--- config.mk ---
export PLATFORM = sky130hd
export DESIGN_NAME = tof_int_scheduler
export DESIGN_NICKNAME = d
export VERILOG_FILES = /design/src/rtl/tof_sched_pkg.sv /design/src/rtl/tof_rr_arbiter.sv /design/src/rtl/tof_int_scheduler.sv
export SDC_FILE = /design/constraint.sdc
export NUM_CORES = 1
export LEC_CHECK = 0
export CORE_ASPECT_RATIO = 0.7
export CORE_UTILIZATION = 55
export DETAILED_ROUTE_END_ITERATION = 6
export PLACE_DENSITY = 0.77
export SETUP_SLACK_MARGIN = 0.15
export SYNTH_ARGS = -nofsm -noshare
export SYNTH_HDL_FRONTEND = slang
export SYNTH_SLANG_ARGS = --single-unit
--- constraint.sdc ---
create_clock -name clk -period 3.48 [get_ports clk]
set_input_delay 0.696 -clock clk [delete_from_list [all_inputs] [get_ports clk]]
set_output_delay 0.696 -clock clk [all_outputs]
set_load 0.05 [all_outputs]
--- src/rtl/tof_sched_pkg.sv ---
// Shared types and defaults for the ToF interrupt scheduler.
package tof_sched_pkg;

   localparam int unsigned N_CH_DEF           = 8;
   localparam int unsigned CH_W_DEF           = $clog2(N_CH_DEF);
   localparam int unsigned TIMEOUT_CYCLES_DEF = 1_000_000;

   typedef logic [CH_W_DEF-1:0] ch_idx_t;

   typedef enum logic [1:0] {
      ST_IDLE = 2'd0,
      ST_REQ  = 2'd1,
      ST_WAIT = 2'd2
   } state_t;

endpackage

--- src/rtl/tof_rr_arbiter.sv ---
// Combinational round-robin pick: first set bit of pending searching upward
// from ptr+1 with wrap-around, so the channel at ptr has lowest priority.
//   pending   : request vector
//   ptr       : last granted channel
//   gnt_vld_c : any request present
//   gnt_idx_c : winning channel
module tof_rr_arbiter
   import tof_sched_pkg::*;
#(
   parameter int unsigned N_CH = N_CH_DEF
) (
   input  logic [N_CH-1:0]                           pending,
   input  logic [((N_CH > 1) ? $clog2(N_CH) : 1)-1:0] ptr,
   output logic                                      gnt_vld_c,
   output logic [((N_CH > 1) ? $clog2(N_CH) : 1)-1:0] gnt_idx_c
);

   localparam int unsigned CH_W = (N_CH > 1) ? $clog2(N_CH) : 1;

   logic [CH_W-1:0] cand;

   // Scan from the farthest offset down so the nearest hit is assigned last.
   always_comb begin
      gnt_vld_c = 1'b0;
      gnt_idx_c = '0;
      cand      = '0;
      for (int i = int'(N_CH); i >= 1; i--) begin
         cand = CH_W'((int'(ptr) + i) % int'(N_CH));
         if (pending[cand]) begin
            gnt_vld_c = 1'b1;
            gnt_idx_c = cand;
         end
      end
   end

endmodule

--- src/rtl/tof_int_scheduler.sv ---
// Scheduler for the eight-sensor ToF I2C subsystem. Synchronises the
// active-low data-ready pins, latches per-channel pending flags and grants
// one read at a time via req/ack/done, round-robin, with a hang timeout.
//   tof_int           : raw active-low sensor interrupts (async)
//   enable            : permits new grants
//   read_req/read_ch  : request and channel to the I2C modules
//   read_ack/done/err : handshake pulses back from the I2C modules
//   busy              : transaction in flight
//   pending/overrun/err_flags : per-channel status; flags_clr clears the sticky ones
//   timeout_evt       : one-cycle pulse when a transaction times out
module tof_int_scheduler
   import tof_sched_pkg::*;
#(
   parameter int unsigned N_CH           = N_CH_DEF,
   parameter int unsigned TIMEOUT_CYCLES = TIMEOUT_CYCLES_DEF
) (
   input  logic                                      clk,
   input  logic                                      rst_n,
   input  logic [N_CH-1:0]                           tof_int,
   input  logic                                      enable,
   output logic                                      read_req,
   output logic [((N_CH > 1) ? $clog2(N_CH) : 1)-1:0] read_ch,
   input  logic                                      read_ack,
   input  logic                                      read_done,
   input  logic                                      read_err,
   output logic                                      busy,
   output logic [N_CH-1:0]                           pending,
   output logic [N_CH-1:0]                           overrun,
   output logic [N_CH-1:0]                           err_flags,
   input  logic [N_CH-1:0]                           flags_clr,
   output logic                                      timeout_evt
);

   localparam int unsigned CH_W  = (N_CH > 1) ? $clog2(N_CH) : 1;
   localparam int unsigned TMR_W = (TIMEOUT_CYCLES > 1) ? $clog2(TIMEOUT_CYCLES) : 1;

   logic [N_CH-1:0]  sync0_q, sync1_q, hist_q;
   logic [N_CH-1:0]  fall_c, clr_hit_c, err_hit_c;
   logic [N_CH-1:0]  pending_d, pending_q;
   logic [N_CH-1:0]  overrun_d, overrun_q;
   logic [N_CH-1:0]  err_flags_d, err_flags_q;

   state_t           state_d, state_q;
   logic [TMR_W-1:0] timer_d, timer_q;
   logic [CH_W-1:0]  ptr_d, ptr_q;
   logic [CH_W-1:0]  read_ch_d, read_ch_q;
   logic             read_req_d, read_req_q;
   logic             busy_d, busy_q;
   logic             timeout_d, timeout_q;
   logic             ack_clr_c, err_set_c, timer_hit_c;
   logic             gnt_vld_c;
   logic [CH_W-1:0]  gnt_idx_c;

   // Synchroniser and history flops reset high so reset release is edge-free.
   always_ff @(posedge clk or negedge rst_n) begin
      if (!rst_n) begin
         sync0_q <= '1;
         sync1_q <= '1;
         hist_q  <= '1;
      end else begin
         sync0_q <= tof_int;
         sync1_q <= sync0_q;
         hist_q  <= sync1_q;
      end
   end

   // Per-channel edge detect and status flag next-state.
   for (genvar g = 0; g < N_CH; g++) begin : g_ch
      assign fall_c[g]      = hist_q[g] & ~sync1_q[g];
      assign clr_hit_c[g]   = ack_clr_c & (read_ch_q == CH_W'(g));
      assign err_hit_c[g]   = err_set_c & (read_ch_q == CH_W'(g));
      // A new edge wins over the ack-clear; that case is not an overrun.
      assign pending_d[g]   = fall_c[g] | (pending_q[g] & ~clr_hit_c[g]);
      assign overrun_d[g]   = (fall_c[g] & pending_q[g] & ~clr_hit_c[g])
                            | (overrun_q[g] & ~flags_clr[g]);
      assign err_flags_d[g] = err_hit_c[g] | (err_flags_q[g] & ~flags_clr[g]);
   end

   tof_rr_arbiter #(
      .N_CH (N_CH)
   ) u_arb (
      .pending   (pending_q),
      .ptr       (ptr_q),
      .gnt_vld_c (gnt_vld_c),
      .gnt_idx_c (gnt_idx_c)
   );

   assign timer_hit_c = (timer_q == TMR_W'(TIMEOUT_CYCLES - 1));

   // Grant FSM. A handshake completing in the timeout cycle takes priority.
   always_comb begin
      state_d   = state_q;
      timer_d   = (state_q == ST_IDLE) ? '0 : timer_q + TMR_W'(1);
      ptr_d     = ptr_q;
      read_ch_d = read_ch_q;
      timeout_d = 1'b0;
      ack_clr_c = 1'b0;
      err_set_c = 1'b0;
      case (state_q)
         ST_IDLE: begin
            if (enable && gnt_vld_c) begin
               state_d   = ST_REQ;
               read_ch_d = gnt_idx_c;
               ptr_d     = gnt_idx_c;
               timer_d   = '0;
            end
         end
         ST_REQ: begin
            if (read_ack) begin
               ack_clr_c = 1'b1;
               state_d   = ST_WAIT;
            end else if (timer_hit_c) begin
               timeout_d = 1'b1;
               state_d   = ST_IDLE;
            end
         end
         ST_WAIT: begin
            if (read_err) begin
               err_set_c = 1'b1;
               state_d   = ST_IDLE;
            end else if (read_done) begin
               state_d   = ST_IDLE;
            end else if (timer_hit_c) begin
               timeout_d = 1'b1;
               state_d   = ST_IDLE;
            end
         end
         default: state_d = ST_IDLE;
      endcase
      read_req_d = (state_d == ST_REQ);
      busy_d     = (state_d != ST_IDLE);
   end

   always_ff @(posedge clk or negedge rst_n) begin
      if (!rst_n) begin
         state_q     <= ST_IDLE;
         timer_q     <= '0;
         ptr_q       <= CH_W'(N_CH - 1);
         read_ch_q   <= '0;
         read_req_q  <= 1'b0;
         busy_q      <= 1'b0;
         timeout_q   <= 1'b0;
         pending_q   <= '0;
         overrun_q   <= '0;
         err_flags_q <= '0;
      end else begin
         state_q     <= state_d;
         timer_q     <= timer_d;
         ptr_q       <= ptr_d;
         read_ch_q   <= read_ch_d;
         read_req_q  <= read_req_d;
         busy_q      <= busy_d;
         timeout_q   <= timeout_d;
         pending_q   <= pending_d;
         overrun_q   <= overrun_d;
         err_flags_q <= err_flags_d;
      end
   end

   assign read_req    = read_req_q;
   assign read_ch     = read_ch_q;
   assign busy        = busy_q;
   assign pending     = pending_q;
   assign overrun     = overrun_q;
   assign err_flags   = err_flags_q;
   assign timeout_evt = timeout_q;

endmodule

==> results of run 1 <==
==> synth_stat cells, drive strengths merged <==
cell     count
nand2b      14
and2         1
or2          3
buf          5
o21a         2
nor3b        2
xor2        13
a221o        1
a21oi        8
a22oi        1
o21bai       1
a21o         1
mux4        11
nor2        30
nor3         4
nor4         3
o31ai        1
mux2i        6
nor4b        1
dfstp       27
and3b        1
a31oi        2
mux2         5
a311oi       1
ha           7
a21boi       1
clkbuf       6
or4          1
nand2       28
a221oi       1
a211oi       2
nand3b       1
xnor2        9
nand3       16
inv         23
dfrtp       52
o211ai       3
nor2b        7
and3         5
nand4        4
o211a        2
o41ai        1
o2bb2ai      1
o21ai       19
o22ai       18
==> per-stage QoR <==
| stage | power (W) | std cells | hold slack, ns |
|---|---|---|---|
| 2_1_floorplan | 0.00235 | 351 | 0.345 |
| 3_3_place_gp | 0.00275 | 488 | 0.346 |
| 3_5_place_dp | 0.00276 | 488 | 0.348 |
| 4_1_cts | 0.00349 | 504 | 0.361 |
| 5_1_grt | 0.00369 | 504 | 0.359 |
| 6_report | 0.00349 | 504 | 0.360 |
==> cell type report <==
class / count / area [µm²] / share of cell area
clock buffers: 10 / 138 / 0.0296
clock inverters: 6 / 73.8 / 0.0159
inverters: 23 / 86.3 / 0.0186
multi-input cells: 238 / 1690 / 0.363
flip-flops and latches: 79 / 2010 / 0.433
well taps: 94 / 118 / 0.0253
repair buffers: 54 / 531 / 0.114
==> path summary, 6_finish.rpt <==
path	startpoint	to	slack, ns
min in group asynchronous	rst_n	overrun[1]$_DFF_PN0_	0.48
min	sync0_q[0]$_DFF_PN1_	sync1_q[0]$_DFF_PN1_	0.36
max in group asynchronous	rst_n	read_ch[1]$_DFFE_PN0P_	2.38
max reg2reg	ptr_q[0]$_DFFE_PN1P_	read_ch[1]$_DFFE_PN0P_	0.41
max	ptr_q[0]$_DFFE_PN1P_	read_ch[1]$_DFFE_PN0P_	0.41
min reg2reg	sync0_q[0]$_DFF_PN1_	sync1_q[0]$_DFF_PN1_	0.36
==> power by group through the flow <==
stage | sequential, W | combinational [W] | clock, W
2_1_floorplan | 0.00143 | 0.000920 | 0
3_3_place_gp | 0.00126 | 0.00148 | 0
3_5_place_dp | 0.00127 | 0.00149 | 0
4_1_cts | 0.00125 | 0.00149 | 0.000744
6_report | 0.00125 | 0.00151 | 0.000725
5_1_grt | 0.00128 | 0.00164 | 0.000774
==> routing by layer <==
layer,vias up,track usage,wire length (µm)
met3,14,0.0530,628
li1,1348,-,-
met4,0,0.102,142
met5,-,0,0
met1,1394,0.391,4070
met2,132,0.372,3630
==> cells in the final DEF, fill, tap and decap left out, drive strengths merged, types with 2 or more instances in the layout <==
cell type       n
nor2b           7
nor4            3
a31oi           2
mux4           11
or2             3
clkdlybuf4s50  50
xnor2           9
nand3          16
o21ai          19
nor3            4
nand2          28
o22ai          18
clkinvlp        2
mux2            5
o211a           2
a211oi          2
o211ai          3
nand4           4
ha              7
mux2i           6
inv            26
a21oi           8
and3            5
xor2           13
nor2           30
clkbuf         10
buf             4
dfstp          27
dfrtp          52
nand2b         14
o21a            2
nor3b           2
==> logic make-up (layout without fill, tap and decap cells) <==
group	after synthesis	in the layout	share of synthesized area
AOI/OAI and AO/OA	66	66	0.111
xor gates and xnor gates	22	22	0.0501
adders and majority gates	7	7	0.0228
muxes	22	22	0.0956
DFF	79	79	0.523
and+or+nand+nor	121	121	0.158
buffers and inverters	34	93	0.0397
==> what timing repair did <==
item,CTS,global route
hold buffers,0,0
setup endpoints to repair,0,1
resized for setup,0,1
endpoints found under the hold margin,0,0
==> flip-flops by register name (all words and copies together), names as in the netlist <==
| signal | count |
|---|---|
| busy | 1 |
| err_flags | 8 |
| hist_q | 8 |
| overrun | 8 |
| pending | 8 |
| ptr_q | 3 |
| read_ch | 3 |
| read_req | 1 |
| state_q | 2 |
| sync0_q | 8 |
| sync1_q | 8 |
| timeout_evt | 1 |
| timer_q | 20 |
==> summary.txt, run 1 <==
Routing
  • Final WL: 8470 µm
  • Routed via count: about 2900
  • First drt pass iteration count: 5
  • DR DRC count: 0
  • Vias per inst: approximately 5.7
  • Drt initial violations: between 200 and 300
  • Wirelength per Cell: between 15 and 20 µm
  • DRT antenna net count: 0

Clocking
  • Post CTS Setup Buffer Count: 0
  • Sink Count: about 80
  • Worst skew pair latency: ~0.36 ns
  • Num CTS Buffers: 9
  • TritonCTS clock tree: done
  • Clock Tree Buf Depth: 2
  • CTS H-tree depth: 3
  • Clock transition at path regs: roughly 0.090 ns
  • Root buf cell: clkbuf_8

Layout
  • Area growth, synth to finish: 20.7%
  • Number of fill cells: 520
  • Post-layout util: 0.687
  • N_diodes: 0
  • Final net count: approximately 430
  • Final Cell Area: between 4000 and 5000 µm²
  • Proportion of layout cells with a drive suffix above 1: 0.171

Setup path
  • Startpoint Class: flop
  • Critical path class: flop to flop
  • R2r worst-path depth: 9
  • Critical Path RT: 3.72 ns
  • Worst setup EP type: flop
  • Worst Path Arrival: between 3 and 4 ns
  • Max stage delay on crit path: 0.68 ns
  • Cells along the critical path: inv_1, ha_2, mux4_2, nand2b_1, a21boi_1, o21ai_0, nor3_1, o211ai_1, o211a_1
  • Worst Path Max Fanout: 10
  • Cell family with most CP delay: compound AO/OA/AOI/OAI gates
  • Worst path depth: 9
  • Buffers & Inverters on Critical Path: 1
  • Slowest cell on the critical path: dfstp_2

STA
  • Slew Limit Fails: 0
  • Final setup fails: 0
  • Max Fclk: between 0.3 and 0.4 GHz
  • Unrepaired setup endpoints after global routing: no
  • Final TNS setup: 0 ns
  • Final worst slack: roughly 0.4 ns
  • Slew headroom: 0.365
  • Worst slew pin tran: 0.953 ns
  • Final Hold Viols: 0
  • Fin Clk Skew: 0.0132 ns
  • Tmin final: between 3 and 4 ns
  • Final critical-path share of the clock period: 0.883

Die
  • Num ports: 52
  • Core ar.: between 6000 and 7000 µm²
  • Initial core utilization: 0.569
  • Die area: about 7300 µm²
  • Die Wd: about 100 µm
  • Die height: between 70 and 80 µm
  • # rows: 25

Power
  • Pwr/cell area: ~750 nW/µm²
  • Sequential Power Share: 0.359
  • Sw Share: 0.416
  • Int Pwr: between 0.002 and 0.0025 W
  • Psw: around 0.0015 W
  • Leak: approximately 1.8 nW
  • VDD IR-drop max: roughly 460 µV
  • Clock group share of total power: 0.208
  • Combinational share of power: 0.433

GRT
  • Total grt overflow: 0
  • Pin count of the biggest net entering global routing: 80
  • Total track usage: 0.259
  • Initial antenna violation count: 0
  • First-pass GRT wire length: roughly 14000 µm
  • Vias in the first global route: ~2800

Logic synthesis
  • Post-synthesis cell type count: 51
  • Post-synthesis sequential area ratio: 0.523
  • Yosys top cell by area: dfrtp_1
  • Cell Area, Synth: ~3800 µm²
  • Synth top area cells: dfrtp_1 (34%), dfstp_2 (18%), mux4_2 (5.9%), xor2_1 (3.0%), o22ai_1 (2.9%)
  • Yosys top cell area share: 0.338
  • Syn nets: between 300 and 400
  • Yosys warns: 0
  • Syn_area_per_cell: about 11 µm²
  • Post-Syn Instances: about 350
  • FF+latch count, synth: 79

Placement
  • Post-DP HPWL: ~6000 µm
  • Placed cell areas: about 4400 µm²
  • I/O Buffers: 51
  • RePlAce Congestion: 0.913
  • Pre-CTS setup slack: 0.359 ns

Job
  • Max_cap viols: 0

Status
  • Status: finished, final reports clean

Worst hold path
  • HP Class: flop to flop
  • Hold depth: 0
Power figures use the tool's default switching activity.
==> inputs of run 2 (changes only) <==
--- a/config.mk
+++ b/config.mk
@@ -9,6 +9,7 @@
 export CORE_UTILIZATION = 55
 export DETAILED_ROUTE_END_ITERATION = 6
 export PLACE_DENSITY = 0.77
+export REMOVE_ABC_BUFFERS = 1
 export SETUP_SLACK_MARGIN = 0.15
 export SYNTH_ARGS = -nofsm -noshare
 export SYNTH_HDL_FRONTEND = slang
==> summary.txt, run 2 (synthesis gave the netlist of run 1 again) <==
Status
  • Status: finished, final reports clean

Die
  • Num ports: between 50 and 60
  • Core ar.: about 6800 µm²
  • Die area: 7340 µm²
  • # rows: 25
  • Die Wd: 102 µm
  • Die height: roughly 72 µm
  • Initial core utilization: 0.569

Setup path
  • Buffers & Inverters on Critical Path: 1
  • Worst Path Arrival: around 3.2 ns
  • Cells along the critical path: inv_1, ha_1, mux4_2, nand2b_1, a21boi_1, o21ai_0, nor3_1, o211ai_1, o211a_1
  • Critical Path RT: about 3.7 ns
  • Max stage delay on crit path: 0.59 ns
  • Critical path class: flop to flop
  • Startpoint Class: flop
  • Slowest cell on the critical path: mux4_2
  • Register-to-Register Setup Slack: between 0.5 and 0.6 ns
  • Cell family with most CP delay: compound AO/OA/AOI/OAI gates
  • Worst Path Max Fanout: 10
  • Reg2reg start: ptr_q[1]$_DFFE_PN1P_
  • Worst setup EP type: flop
  • CP Launch Point: ptr_q[1]$_DFFE_PN1P_

Clocking
  • Clock transition at path regs: about 0.080 ns
  • Sink Count: just under 80
  • CTS H-tree depth: 3
  • Root buf cell: clkbuf_8
  • Post CTS Setup Buffer Count: 0
  • Post-CTS sizing: 0
  • Num CTS Buffers: 9
  • Worst skew pair latency: about 0.36 ns
  • TritonCTS clock tree: done
  • Clock Tree Buf Depth: 2
  • Hold_buf cts: 0

STA
  • Worst slew pin tran: between 0.9 and 1 ns
  • Max Fclk: approximately 0.34 GHz
  • Final Hold Viols: 0
  • Final setup fails: 0
  • Slew headroom: 0.386
  • Unrepaired setup endpoints after global routing: no
  • Fin Clk Skew: 0.0109 ns
  • WHS: roughly 0.36 ns
  • Final worst slack: ~0.54 ns
  • Final critical-path share of the clock period: 0.844
  • Tmin final: 2.94 ns
  • Slew Limit Fails: 0
  • Final TNS setup: 0 ns

Placement
  • Pre-CTS setup slack: ~0.6 ns
  • RePlAce Congestion: approximately 0.90
  • I/O Buffers: 51
  • Placed cell areas: 4430 µm²
  • Post-DP HPWL: 5680 µm

Routing
  • Drt initial violations: 160
  • Wirelength per Cell: ~16 µm
  • DRT antenna net count: 0
  • Final WL: 8150 µm
  • Routed via count: 2809
  • Vias per inst: around 5.6
  • First drt pass iteration count: 4
  • DR DRC count: 0

Layout
  • Final Cell Area: around 4600 µm²
  • Area of the multi-input gates: 1680 µm²
  • Commonest cells after routing, fill and taps aside: dfrtp_1 (52), clkdlybuf4s50_1 (50), nor2_1 (29), nand2_1 (28), dfstp_2 (27)
  • N_diodes: 0
  • Area growth, synth to finish: 20.0%
  • Commonest non-fill, non-tap cell in the layout: dfrtp_1
  • Largest reg by FF count: timer_q
  • Reg area: roughly 2000 µm²
  • Final net count: between 400 and 500
  • Proportion of layout cells with a drive suffix above 1: 0.168
  • Number of fill cells: around 520
  • Max reg flops: 20

GRT
  • Initial antenna violation count: 0
  • First-pass GRT wire length: approximately 14000 µm
  • Total track usage: 0.255
  • Total grt overflow: 0
  • Vias in the first global route: around 2800
  • Pin count of the biggest net entering global routing: 80

Job
  • Max_cap viols: 0

Worst hold path
  • HP Class: flop to flop
  • Min-Delay Startpoint: sync0_q[2]$_DFF_PN1_

Power
  • Overall power: 0.00340 W
  • Pwr/cell area: between 700 and 800 nW/µm²
  • Leak: about 1.8 nW
  • VDD IR-drop max: between 400 and 500 µV
-- run 2: metal layers --
metal / vias to the layer above / track usage / part of all wire
met1: 1363 / 0.374 / 0.48
met2: 90 / 0.365 / 0.44
met3: 11 / 0.0838 / 0.062
met4: 0 / 0.0762 / 0.013
met5: - / 0 / 0
li1: 1345 / - / -
-- run 2: per-stage QoR --
step / cells / utilization
3_5_place_dp: 488 / 0.655
3_3_place_gp: 488 / 0.655
5_1_grt: 504 / 0.683
2_1_floorplan: 340 / -
4_1_cts: 504 / 0.683
6_report: 504 / 0.683
-- run 2: area by class of cell --
cell class,count,share of cell area
tap,94,0.0255
sequential,79,0.436
multi-input combinational,238,0.364
inverter,23,0.0187
clock buffer,10,0.0298
clock inverter,6,0.0111
timing repair buffer,54,0.115
-- run 2: report_power, final --
part           total (W)  switching [W]  internal (W)
registers        0.00123       0.000169       0.00107
clock network   0.000644       0.000354      0.000291
logic            0.00152       0.000912      0.000606
total            0.00340        0.00143       0.00196
-- run 2: worst paths after layout --
check                                    endpoint  depth (start not counted)
max reg2reg                read_ch[1]$_DFFE_PN0P_                          9
max in group asynchronous      read_req$_DFF_PN0_                          1
min                          sync1_q[2]$_DFF_PN1_                          0
min reg2reg                  sync1_q[2]$_DFF_PN1_                          0
min in group asynchronous  err_flags[0]$_DFF_PN0_                          1
max                        read_ch[1]$_DFFE_PN0P_                          9
==> inputs of run 3 (changes only) <==
--- a/config.mk
+++ b/config.mk
@@ -6,9 +6,9 @@
 export NUM_CORES = 1
 export LEC_CHECK = 0
 export CORE_ASPECT_RATIO = 0.7
-export CORE_UTILIZATION = 55
+export CORE_UTILIZATION = 50
 export DETAILED_ROUTE_END_ITERATION = 6
-export PLACE_DENSITY = 0.77
+export PLACE_DENSITY = 0.74
 export REMOVE_ABC_BUFFERS = 1
 export SETUP_SLACK_MARGIN = 0.15
 export SYNTH_ARGS = -nofsm -noshare
==> constraint.sdc (replaced) <==
create_clock -name clk -period 2.7 [get_ports clk]
set_input_delay 0.54 -clock clk [delete_from_list [all_inputs] [get_ports clk]]
set_output_delay 0.54 -clock clk [all_outputs]
set_load 0.05 [all_outputs]
==> summary.txt, run 3 (synthesis gave the netlist of run 1 again) <==
Die
  • Die height: roughly 75 µm
  • Die Wd: between 100 and 150 µm
  • Num ports: 52
  • Die area: approximately 8100 µm²
  • Initial core utilization: 0.521
  • Core ar.: approximately 7400 µm²
  • # rows: 26

Layout
  • Largest reg by FF count: timer_q
  • Max reg flops: 20
  • Proportion of layout cells with a drive suffix above 1: 0.264
  • Commonest non-fill, non-tap cell in the layout: dfrtp_1
  • Number of fill cells: 550
  • N_diodes: 0
  • Area growth, synth to finish: 29.7%
  • Final net count: 464
  • Commonest cells after routing, fill and taps aside: dfrtp_1 (52), clkdlybuf4s50_1 (50), buf_4 (30), nor2_1 (29), nand2_1 (28)
  • Post-layout util: 0.676

Routing
  • Final WL: ~9000 µm
  • Drt initial violations: between 150 and 200
  • DR DRC count: 0
  • Vias per inst: between 5 and 6
  • Wirelength per Cell: about 17 µm
  • Routed via count: 2983
  • First drt pass iteration count: 5
  • DRT antenna net count: 0

Clocking
  • Clock Tree Buf Depth: 2
  • Worst skew pair latency: between 0.3 and 0.4 ns
  • Hold_buf cts: 0
  • Root buf cell: clkbuf_8
  • Clock transition at path regs: 0.09 ns
  • Num CTS Buffers: 9
  • TritonCTS clock tree: done
  • Sink Count: 79
  • CTS H-tree depth: 3

Setup path
  • Startpoint Class: flop
  • Max stage delay on crit path: between 0.5 and 0.6 ns
  • Cell family with most CP delay: multiplexers
  • Critical path class: flop to flop
  • Reg2reg start: ptr_q[0]$_DFFE_PN1P_
  • R2r worst-path depth: 8
  • Buffers & Inverters on Critical Path: 1
  • Worst Path Arrival: 2.81 ns
  • Slowest cell on the critical path: dfstp_2
  • Most Frequent Cell on Critical Path: a21oi_2
  • Worst path depth: 8
  • Worst setup EP type: flop
  • Register-to-Register Setup Slack: ~0.15 ns
  • Cells along the critical path: inv_2, ha_4, mux4_2, mux2_4, a21oi_2, a21oi_2, or2_4, a31oi_1
  • Critical Path RT: between 2 and 3 ns
  • Worst Path Max Fanout: 4
  • End of the worst register-to-register path: read_ch[0]$_DFFE_PN0P_

STA
  • Fin Clk Skew: 0.0155 ns
  • Final critical-path share of the clock period: 0.945
  • Slew Limit Fails: 0
  • Worst slew pin tran: between 0.5 and 0.6 ns
  • Final worst slack: ~0.15 ns
  • Final Hold Viols: 0
  • Unrepaired setup endpoints after global routing: yes
  • Final setup fails: 0
  • Max Fclk: 0.392 GHz
  • Tmin final: roughly 2.6 ns
  • Slew headroom: 0.628

GRT
  • Pin count of the biggest net entering global routing: 80
  • Total track usage: 0.232
  • Vias in the first global route: about 2800
  • Total grt overflow: 0
  • First-pass GRT wire length: 14100 µm
  • Initial antenna violation count: 0

Worst hold path
  • HP Class: input port to asynchronous set/reset pin

Placement
  • Post-DP HPWL: 6190 µm
  • I/O Buffers: 51
  • Pre-CTS setup slack: 0.0154 ns
  • RePlAce Congestion: about 0.94

Job
  • Max_cap viols: 0

Status
  • Status: finished, final reports clean

Power
  • Leak: 2.01 nW
  • VDD IR-drop max: roughly 530 µV
  • Pwr/cell area: 1010 nW/µm²
[run 3: cell types whose count changed in the layout (fill, tap and decap cells not counted), sizes merged]
| cell | change |
|---|---|
| buf | +30 |
| clkbuf | +1 |
| clkinv | -1 |
| clkinvlp | +2 |
| inv | -2 |
[run 3: layout make-up]
cell class                 instances  area, µm²  area share
timing repair buffer              84        788       0.158
clock inverter                     5       37.5     0.00752
sequential                        79       2010       0.403
clock buffer                      11        163      0.0326
inverter                          23       86.3      0.0173
multi-input combinational        238       1780       0.357
tap                               98        123      0.0246
[run 3: how the worst max path moves through the flow]
stage	start	to
after floorplan	ptr_q[0]$_DFFE_PN1P_	read_ch[0]$_DFFE_PN0P_
after global placement	ptr_q[0]$_DFFE_PN1P_	read_ch[0]$_DFFE_PN0P_
after detailed placement	ptr_q[0]$_DFFE_PN1P_	read_ch[0]$_DFFE_PN0P_
after CTS	ptr_q[0]$_DFFE_PN1P_	ptr_q[1]$_DFFE_PN1P_
after global routing	ptr_q[0]$_DFFE_PN1P_	read_ch[0]$_DFFE_PN0P_
final	ptr_q[0]$_DFFE_PN1P_	read_ch[0]$_DFFE_PN0P_
[run 3: worst register-to-register path: stages, from the launching register on]
cell and delay, ns:
dfstp_2 0.58, inv_2 0.06, ha_4 0.30, mux4_2 0.58, mux2_4 0.32, a21oi_2 0.17, a21oi_2 0.09, or2_4 0.24
a31oi_1 0.12
[run 3: through the flow]
stage	hold WS (ns)	power [W]	TNS [ns]	instances	cell area (µm²)
floorplan	0.244	0.00297	-1.51	340	3780
global placement	0.346	0.00379	0	510	4590
detailed placement	0.347	0.00380	0	510	4590
CTS	0.212	0.00480	0	533	4870
global route	0.228	0.00533	0	538	4990
finish	0.203	0.00504	0	538	4990
[run 3: timing repair]
action / 4_1_cts / 5_1_grt
setup buffers: 7 / 4
resized for setup: 8 / 22
gates cloned: 0 / 1
pin swaps: 2 / 8
endpoints found under the setup margin: 7 / 7
[run 3: metal layers]
metal  up-vias  wire length [µm]  global-route usage
met2       124              3910               0.339
li1       1404                 -                   -
met5         -                 0                   0
met1      1444              4320               0.345
met3        11               616              0.0624
met4         0               104              0.0639
[run 3: where the power goes]
group,internal (W),leakage [nW],switching [W]
sequential,0.00137,0.940,0.000187
clock,0.000420,0.0975,0.000430
combinational,0.00119,0.977,0.00144
total,0.00298,2.01,0.00206
